===== src/rtl/lsu_types_pkg.sv =====
// Shared LSU type definitions: performance-monitor FSM encoding and ratio scale.
package lsu_types;

    typedef enum logic [1:0] {
        IDLE = 2'd0,
        LOAD = 2'd1,
        DIV  = 2'd2,
        DONE = 2'd3
    } perf_fsm_e;

    localparam int PERF_SCALE = 100;

endpackage


===== src/rtl/perf_seq_divider.sv =====
// Restoring unsigned divider: one quotient bit per cycle, W cycles after start.
module perf_seq_divider
    import lsu_types::*;
#(
    parameter int W = 39
) (
    input  logic         clk,
    input  logic         rst_n,
    input  logic         start,
    input  logic [W-1:0] dividend,
    input  logic [W-1:0] divisor,
    output logic         busy,
    output logic         done,
    output logic [W-1:0] quotient,
    output logic         dz
);

    localparam int CW = $clog2(W + 1);

    logic [W-1:0]  rem_q, rem_d;
    logic [W-1:0]  quo_q, quo_d;
    logic [W-1:0]  div_q, div_d;
    logic [CW-1:0] cnt_q, cnt_d;
    logic          busy_q, busy_d;
    logic          dz_q, dz_d;
    logic [W:0]    rem_sh;
    logic          ge;

    always_comb begin
        // NOTE: every combinational output gets a default first so no path infers a latch.
        rem_d  = rem_q;
        quo_d  = quo_q;
        div_d  = div_q;
        cnt_d  = cnt_q;
        busy_d = busy_q;
        dz_d   = dz_q;
        rem_sh = {rem_q, quo_q[W-1]};
        ge     = (rem_sh >= {1'b0, div_q});

        if (start) begin
            rem_d  = '0;
            quo_d  = dividend;
            div_d  = divisor;
            cnt_d  = CW'(W);
            busy_d = 1'b1;
            dz_d   = (divisor == '0);
        end else if (busy_q) begin
            // The difference always fits in W bits when ge holds, so wrap is safe.
            rem_d = ge ? (rem_sh[W-1:0] - div_q) : rem_sh[W-1:0];
            quo_d = {quo_q[W-2:0], ge};
            cnt_d = cnt_q - CW'(1);
            if (cnt_q == CW'(1)) busy_d = 1'b0;
        end
    end

    // NOTE: sequential state uses non-blocking assignments only.
    always_ff @(posedge clk or negedge rst_n) begin
        if (!rst_n) begin
            rem_q  <= '0;
            quo_q  <= '0;
            div_q  <= '0;
            cnt_q  <= '0;
            busy_q <= 1'b0;
            dz_q   <= 1'b0;
        end else begin
            rem_q  <= rem_d;
            quo_q  <= quo_d;
            div_q  <= div_d;
            cnt_q  <= cnt_d;
            busy_q <= busy_d;
            dz_q   <= dz_d;
        end
    end

    assign busy     = busy_q;
    assign done     = busy_q && (cnt_q == CW'(1));
    assign quotient = quo_q;
    assign dz       = dz_q;

endmodule


===== src/rtl/perf_window_monitor.sv =====
// Windowed LSU event counters with snapshot and a sequential percentage ratio.
module perf_window_monitor
    import lsu_types::*;
#(
    parameter int NUM_EVT = 8,
    parameter int CNT_W   = 32,
    parameter int WIN_W   = 16,
    parameter int IDX_W   = $clog2(NUM_EVT)
) (
    input  logic               clk,
    input  logic               rst_n,
    input  logic [NUM_EVT-1:0] evt_i,
    input  logic               enable_i,
    input  logic               clear_i,
    input  logic [WIN_W-1:0]   win_len_i,
    input  logic               snap_i,
    input  logic [IDX_W-1:0]   num_sel_i,
    input  logic [IDX_W-1:0]   den_sel_i,
    input  logic [IDX_W-1:0]   rd_idx_i,
    output logic [CNT_W-1:0]   rd_data_o,
    output logic               win_done_o,
    output logic [CNT_W-1:0]   ratio_o,
    output logic               ratio_valid_o,
    output logic               div_zero_o,
    output logic               busy_o,
    output logic [NUM_EVT-1:0] ovf_o
);

    localparam int DW = CNT_W + 7;

    logic [CNT_W-1:0]   live_q [NUM_EVT];
    logic [CNT_W-1:0]   live_d [NUM_EVT];
    logic [CNT_W-1:0]   snap_q [NUM_EVT];
    logic [CNT_W-1:0]   snap_d [NUM_EVT];
    logic [NUM_EVT-1:0] ovf_q, ovf_d;
    logic [WIN_W-1:0]   win_cnt_q, win_cnt_d;
    logic               pend_q, pend_d;
    perf_fsm_e          fsm_q, fsm_d;
    logic [CNT_W-1:0]   ratio_q, ratio_d;
    logic               ratio_valid_q, ratio_valid_d;
    logic               div_zero_q, div_zero_d;
    logic [CNT_W-1:0]   rd_data_q, rd_data_d;
    logic               win_done_q;
    logic               win_end;

    logic [CNT_W-1:0]   num_val, den_val;
    logic [DW-1:0]      dv_quo;
    logic               dv_busy, dv_done, dv_dz;

    // Out-of-range indices fall through the loop and return zero.
    function automatic logic [CNT_W-1:0] pick(input logic [CNT_W-1:0] arr [NUM_EVT],
                                              input logic [IDX_W-1:0] idx);
        pick = '0;
        for (int i = 0; i < NUM_EVT; i++)
            if (idx == IDX_W'(i)) pick = arr[i];
    endfunction

    assign num_val = pick(snap_q, num_sel_i);
    assign den_val = pick(snap_q, den_sel_i);

    perf_seq_divider #(.W(DW)) u_div (
        .clk      (clk),
        .rst_n    (rst_n),
        .start    (fsm_q == LOAD),
        .dividend (DW'(num_val) * DW'(PERF_SCALE)),
        .divisor  (DW'(den_val)),
        .busy     (dv_busy),
        .done     (dv_done),
        .quotient (dv_quo),
        .dz       (dv_dz)
    );

    always_comb begin
        live_d        = live_q;
        snap_d        = snap_q;
        ovf_d         = ovf_q;
        win_cnt_d     = win_cnt_q;
        pend_d        = pend_q;
        fsm_d         = fsm_q;
        ratio_d       = ratio_q;
        ratio_valid_d = ratio_valid_q;
        div_zero_d    = div_zero_q;
        win_end       = snap_i || (enable_i && (win_len_i != '0) &&
                                   (win_cnt_q == win_len_i - WIN_W'(1)));

        // The closing cycle's events land in the snapshot, not the next window.
        for (int i = 0; i < NUM_EVT; i++) begin
            if (enable_i && evt_i[i]) begin
                if (&live_q[i]) ovf_d[i] = 1'b1;
                else            live_d[i] = live_q[i] + CNT_W'(1);
            end
            if (win_end) begin
                snap_d[i] = live_d[i];
                live_d[i] = '0;
            end
        end

        if (win_end)       win_cnt_d = '0;
        else if (enable_i) win_cnt_d = win_cnt_q + WIN_W'(1);

        unique case (fsm_q)
            IDLE: if (win_end) fsm_d = LOAD;
            LOAD: begin
                ratio_valid_d = 1'b0;
                fsm_d         = DIV;
                if (win_end) pend_d = 1'b1;
            end
            DIV: begin
                if (dv_done || !dv_busy) fsm_d = DONE;
                if (win_end) pend_d = 1'b1;
            end
            DONE: begin
                if (dv_dz) begin
                    ratio_d    = '0;
                    div_zero_d = 1'b1;
                end else begin
                    ratio_d    = (|dv_quo[DW-1:CNT_W]) ? '1 : dv_quo[CNT_W-1:0];
                    div_zero_d = 1'b0;
                end
                ratio_valid_d = 1'b1;
                fsm_d         = (pend_q || win_end) ? LOAD : IDLE;
                pend_d        = 1'b0;
            end
            default: fsm_d = IDLE;
        endcase

        if (clear_i) begin
            for (int i = 0; i < NUM_EVT; i++) begin
                live_d[i] = '0;
                snap_d[i] = '0;
            end
            ovf_d         = '0;
            win_cnt_d     = '0;
            pend_d        = 1'b0;
            fsm_d         = IDLE;
            ratio_d       = '0;
            ratio_valid_d = 1'b0;
            div_zero_d    = 1'b0;
        end

        rd_data_d = pick(snap_d, rd_idx_i);
    end

    always_ff @(posedge clk or negedge rst_n) begin
        if (!rst_n) begin
            // NOTE: counter/snapshot arrays are reset because readers expect zeros.
            for (int i = 0; i < NUM_EVT; i++) begin
                live_q[i] <= '0;
                snap_q[i] <= '0;
            end
            ovf_q         <= '0;
            win_cnt_q     <= '0;
            pend_q        <= 1'b0;
            fsm_q         <= IDLE;
            ratio_q       <= '0;
            ratio_valid_q <= 1'b0;
            div_zero_q    <= 1'b0;
            rd_data_q     <= '0;
            win_done_q    <= 1'b0;
        end else begin
            live_q        <= live_d;
            snap_q        <= snap_d;
            ovf_q         <= ovf_d;
            win_cnt_q     <= win_cnt_d;
            pend_q        <= pend_d;
            fsm_q         <= fsm_d;
            ratio_q       <= ratio_d;
            ratio_valid_q <= ratio_valid_d;
            div_zero_q    <= div_zero_d;
            rd_data_q     <= rd_data_d;
            win_done_q    <= win_end && !clear_i;
        end
    end

    assign rd_data_o     = rd_data_q;
    assign win_done_o    = win_done_q;
    assign ratio_o       = ratio_q;
    assign ratio_valid_o = ratio_valid_q;
    assign div_zero_o    = div_zero_q;
    assign busy_o        = (fsm_q != IDLE);
    assign ovf_o         = ovf_q;

endmodule


===== config.mk =====
export PLATFORM = sky130hd
export DESIGN_NAME = perf_window_monitor
export DESIGN_NICKNAME = d
export VERILOG_FILES = /design/src/rtl/lsu_types_pkg.sv /design/src/rtl/perf_seq_divider.sv /design/src/rtl/perf_window_monitor.sv
export SDC_FILE = /design/constraint.sdc
export NUM_CORES = 2
export LEC_CHECK = 0
export CAP_MARGIN = 25
export CORE_AREA = 3 3 367 224
export DETAILED_ROUTE_END_ITERATION = 16
export DIE_AREA = 0 0 370 227
export GPL_TIMING_DRIVEN = 0
export HOLD_SLACK_MARGIN = 0.05
export MAX_ROUTING_LAYER = met4
export PLACE_DENSITY = 0.72
export SYNTH_ARGS = -nofsm -noshare
export SYNTH_HDL_FRONTEND = slang
export SYNTH_SLANG_ARGS = --single-unit

===== constraint.sdc =====
create_clock -name clk -period 5.95 [get_ports clk]
set_input_delay 0.595 -clock clk [delete_from_list [all_inputs] [get_ports clk]]
set_output_delay 0.595 -clock clk [all_outputs]
set_load 0.1 [all_outputs]

# After elaboration in Yosys (flattened, before gate mapping)
# Cells that the tools add are included.
# Widths: inputs -> output; s select.
[word_totals]
regBits = 724
inputBits = 38
out_inout_bits = 76
word_cells = 251
[classes]
add_sub_neg = 12
multipliers = 1
order_cmp = 1
n_eq_ne = 29
n_mux = 105
reduce_logical = 65
[ops]
columns = ["op", "count"]
rows = [
  ["$mux 32", 60],
  ["$mux 256", 2],
  ["$add 32x1->32 const B", 8],
  ["$reduce_and 32->1", 8],
  ["$mux 39", 5],
  ["$mux 16", 3],
  ["$ge 40x32->1", 1],
  ["$logic_not 39->1", 1],
  ["$sub 39x32->39", 1],
  ["$reduce_bool 2->1", 19],
  ["$mul 32x5->37 const B", 1],
  ["$eq 3x3->1 const B", 12],
  ["$mux 1", 26],
  ["$reduce_and 2->1", 10],
  ["$eq 3x2->1 const B", 6],
  ["$add 16x1->16 const B", 1],
  ["$eq 16x16->1", 1],
  ["$reduce_bool 16->1", 1],
  ["$sub 16x1->16 const B", 1],
  ["$logic_and 1x1->1", 12],
  ["$mux 6", 2],
  ["$eq 3x1->1 const B", 3],
  ["$logic_not 3->1", 3],
  ["$reduce_bool 3->1", 3],
  ["other kinds (15)", 23],
]

# Longest topological paths before layout
[logic_depth]
depth_word = 14
ltp_mapped = 24
mapped_depth_nobuf = 23

# Cells and area by module
# A second synthesis with hierarchy kept.
[hier_totals]
hier_cells = 5011
area_unflattened_um2 = 45155.8
[by_module_without_submodules]
columns = ["mod", "instances", "cells_per_inst", "area_per_inst_um2", "seq_area_each_um2"]
rows = [
  ["perf_window_monitor", 1, 4080, 37086.8, 15164.5],
  ["perf_seq_divider", 1, 931, 8069.0, 3128.0],
]

# Worst setup path before layout
# Ideal clock, no wire load.
[synth_path]
path_type = "input-to-reg"
start = "input num_sel_i[0]"
end = "register u_div.quo_q[38], in the netlist u_div.quotient[38]"
setup_time_ns = 0.135
arrival_ns = 6.108
t_required_ns = 5.815
slack_ns = -0.293
stages = 21
path_buffers = 3
path_cell_list = "clkbuf_1 buf_1 buf_1 mux4_2 nand2_1 nand2_1 ha_1 ha_1 inv_1 fa_1 inv_1 ha_1 a21o_1 a21o_1 or4_1 o21ai_0 o31ai_1 or4_1 a31oi_1 xor2_1 o21ai_0"
[synth_via]
elab_chain_cells = 11
word_cells_on_any_way = 18
classes_between = "mul (1); eq/ne (7); mux (9); reduce/logical (1)"
[synth_lines]
columns = ["item", "line", "text"]
rows = [
  ["start: declaration", "perf_window_monitor.sv:17", "input logic [IDX_W-1:0] num_sel_i,"],
  ["$logic_not 3->1", "perf_window_monitor.sv:55", "if (idx == IDX_W'(i)) pick = arr[i];"],
  ["$mux 32 (7 in series)", "perf_window_monitor.sv:55", ""],
  ["$mux 32 (*)", "perf_window_monitor.sv:55", ""],
  ["$mul 32x5->37 (*)", "perf_window_monitor.sv:65", ".dividend (DW'(num_val) * DW'(PERF_SCALE)),"],
  ["$mux 39 (*)", "perf_seq_divider.sv:40", "if (start) begin"],
  ["end signal: assignment", "perf_seq_divider.sv:67", "quo_q <= quo_d;"],
  ["end: declaration", "perf_seq_divider.sv:21", "logic [W-1:0] quo_q, quo_d;"],
]
# Every way passes the cells marked *; elsewhere a longest branch is shown, timed or not.
# A chain may end at the register's enable or synchronous reset.

# Final worst setup path
[layout_path]
start = "input num_sel_i[1]"
end = "register u_div.quo_q[38], in the netlist u_div.quotient[38]"
# The elaborated chain is that of the path after synthesis.

==> results.md <==
- Synthesized instance count: 4,820
- Async set-reset flop share out of synthesis: 100.0%
- Area of the multi-input gates: approximately 23,000 sq um
- Global-route wire length before repair: 325.0 mm
- Final hold vios: 0
- Reg2Reg Launch Point: snap_q[225]$_DFF_PN0_
- Area after DPL: 46,600 sq um
- Hold_sp: ratio_o[4]$_DFFE_PN0N_
- Crit Path Class: input pin to register
- Worst-Margin Slew: roughly 1.4 ns
- Layout cells sized above 1: 8.377%
- Synth area leader: dfrtp_1
- Row cnt: 80
- Clock-pin slew on the worst setup and hold paths: 0.07 ns
- Worst path cell trace: dlymetal6s2s_1, buf_4, clkbuf_8, clkbuf_4, mux4_2, nand2_1, nand2_1, ha_1, ha_1, inv_1, fa_1, inv_1, ha_1, and3_1, or4_1, nor2_1, nor2_1, o21ai_2, o31ai_2, or4_1, a31oi_1, xor2_1, o21ai_0
- Filler cells: 6,263
- CP arrival: 6.43 ns
- Initial cell density of the core: 54.92%
- Core Region: roughly 79,000 sq um
- First-pass DRT Iterations: 13
- CTS Root Cell: clkbuf_16
- Setup crit start: num_sel_i[1]
- DRT iter0 DRCs: 9,023
- Area grow syn2layout: 14.16%
- Sink Count: 724
- Design Area, Final: 49,580 sq um
- Routed Antenna Nets: 0
- Crit-path max FO: 10
- Critical path's most frequent cell: ha_1
- Worst Clk Skew: 0.02963 ns
- Synth cell types: 89
- Status: finished clean
- Vert. Die Dim: around 230 um
- Fmax achieved: about 170 MHz
- Pins over their slew limit: 0
- Synth area leaders: dfrtp_1, nor2_1, ha_1
- Total track usage: between 50% and 60%
- Vias in the first global route: 40,689
- Power Total: roughly 18 mW
- Die area: 83,990 sq um
- HP Class: register to register
- Top cell type's share of synthesized area: 41.72%
- Post-synthesis cell area: 43,430 sq um
- Layout Cells excl Fill: 6,258
- Pwr/cell area: 353.1 nW/um^2
- CP Capture Type: register
- Post-synth EDFFs: 0
- Vias per cell: 7.342
- Reg2reg setup slack: 0.18 ns
- Crit-path slowest cell: fa_1
- Post-DP HPWL: 188.3 mm
- Wire length per cell: 38.80 um
- Top delay family on crit path: simple AND/OR/NAND/NOR gates
- Slowest stage delay, CP: 0.54 ns
- Die W: 370 um
- Total CTS buffers: 74
- LEAKAGE: 22.28 nW
- Sequential cell area fraction in the yosys report: 41.72%
- Synthesis-stage register bit count: 724
- Syn_area_per_cell: ~9 sq um
- TritonCTS clock tree: done
- Largest net degree at the start of global routing: approximately 120
- Post-route DRC: 0
- CTS Buffer Depth: 3
- Initial antenna violation count: 32
- Inst Count DP: 6,046
- Post-synth net total: 5,036
- Yosys warning total: 0
- Final min period: 5.869 ns
- Top_reg_cell synth: dfrtp_1
- Relative slew slack: 5.177%
- CP bufs+invs: 6
- Top Ports: 114
- # port buffers: 105
- CTS H-tree depth: 3
- Register area: 18,120 sq um
- Maximum vdd drop: 0.5250 mV
- Period utilization: 98.65%
- Max_cap viols: 0
- RSZ-0062 raised after global routing: no
- # setup viols final: 0
- Worst Path Required: 6.51 ns
- CP Launch Type: input pin
- GP Congestion: between 1 and 1.5
- Total routed wirelength: ~240 mm
- Layout Nets: 5,302
- Worst-Skew Late Latency: about 0.7 ns
- Grt ovf: 0
- Vias: ~46,000
[sequential cells by signal, indices dropped and copies added, names as in the netlist]
name,flops
u_div.rem_q,39
fsm_q,2
u_div.dz,1
snap_q,256
u_div.div_q,32
u_div.cnt_q,6
ovf_o,8
live_q,256
u_div.quotient,39
pend_q,1
win_cnt_q,16
div_zero_o,1
u_div.busy,1
rd_data_o,32
win_done_o,1
ratio_o,32
ratio_valid_o,1
[power breakdown]
part,leakage [nW],switching [mW],internal (mW)
sequential,9.71,0.552,5.50
clock,1.22,2.29,2.73
combinational,11.3,4.28,2.16
total,22.3,7.12,10.4
[final timing paths]
kind | to | cells after the start
worst max-delay path | u_div.quotient[38]$_DFFE_PN0P_ | 23
worst min-delay path | ratio_o[4]$_DFFE_PN0N_ | 2
worst max register to register | u_div.quotient[38]$_DFFE_PN0P_ | 19
worst min register to register | ratio_o[4]$_DFFE_PN0N_ | 2
max in group asynchronous | live_q[129]$_DFF_PN0_ | 5
min in group asynchronous | live_q[220]$_DFF_PN0_ | 2
[worst min-delay path: cells and delay by family, from the launching register on]
family,cells,cell delay (ns)
flip-flops,1,0.34
AND/OR/NAND/NOR,1,0.04
AO/OA/AOI/OAI,1,0.06
[cell type report]
| class | count | area share (%) |
|---|---|---|
| multi-input combinational | 3604 | 46.91 |
| sequential | 724 | 36.54 |
| timing repair buffer | 191 | 4.250 |
| clock buffer | 97 | 4.219 |
| tap | 1066 | 2.690 |
| buffer | 266 | 2.650 |
| inverter | 225 | 1.703 |
| clock inverter | 38 | 0.7949 |
| antenna | 47 | 0.2372 |
[cell usage after synthesis (26+ instances only)]
cell / number
nand3_1: 142
nor2_1: 878
a21o_1: 41
mux2i_1: 117
and3_1: 60
a21oi_1: 188
and4_1: 29
nor4_1: 27
xor2_1: 165
o221ai_1: 38
clkbuf_1: 174
buf_4: 30
nor3_1: 82
xnor2_1: 177
o21a_1: 44
buf_1: 27
nand2_1: 481
dfrtp_1: 724
nand4_1: 76
mux4_2: 58
a211oi_1: 189
inv_1: 223
a211oi_2: 32
a22o_1: 42
ha_1: 152
o21ai_0: 206
fa_1: 26
[cell families after synthesis]
group | after synthesis | share of synthesized area (%)
AND/OR/NAND/NOR | 1891 | 19.10
XOR/XNOR | 342 | 6.897
flip-flops | 724 | 41.72
adder cells (fa/ha/maj) | 178 | 5.578
AO/OA/AOI/OAI | 999 | 15.71
multiplexers | 194 | 6.197
buffers and inverters | 492 | 4.803
[placed cells by master (no fill, tap or decap), drive strengths merged, types with 47 or more instances in the layout]
cell type / count
inv: 228
ha: 152
a211oi: 221
nor3: 82
o21ai: 229
nand4: 77
a21oi: 189
xor2: 165
clkdlybuf4s50: 103
xnor2: 177
mux2i: 117
dfrtp: 724
nor2: 878
mux4: 58
nand2: 481
nand3: 142
buf: 173
and3: 60
clkbuf: 275
diode: 47
[per-layer routing]
metal / track usage, % / share of wire, %
met1: 72.34 / 38
met2: 66.73 / 34
met3: 45.08 / 21
met4: 26.03 / 6.3
met5: - / 0
[timing repair]
| action | in CTS | in global routing |
|---|---|---|
| pin swaps | 1 | 1 |
| setup buffers | 1 | 1 |
| endpoints found under the setup margin | 23 | 9 |
| gates resized for setup | 24 | 21 |
| gates cloned | 0 | 0 |
| endpoints found under the hold margin | 87 | 0 |
| hold buffers | 1 | 0 |
[metrics by stage]
step,TNS (ns),util [%],hold slack [ns],setup slack [ns]
3_3_place_gp,-,57.94,0.4640,-28.66
3_5_place_dp,-34.43,58.94,0.4696,-2.299
6_report,0,62.70,0.4813,0.08055
2_1_floorplan,0,-,0.2994,0.1081
4_1_cts,0,62.17,0.4841,0.002200
5_1_grt,0,62.66,0.5052,0.003425
Power figures use the tool's default switching activity.
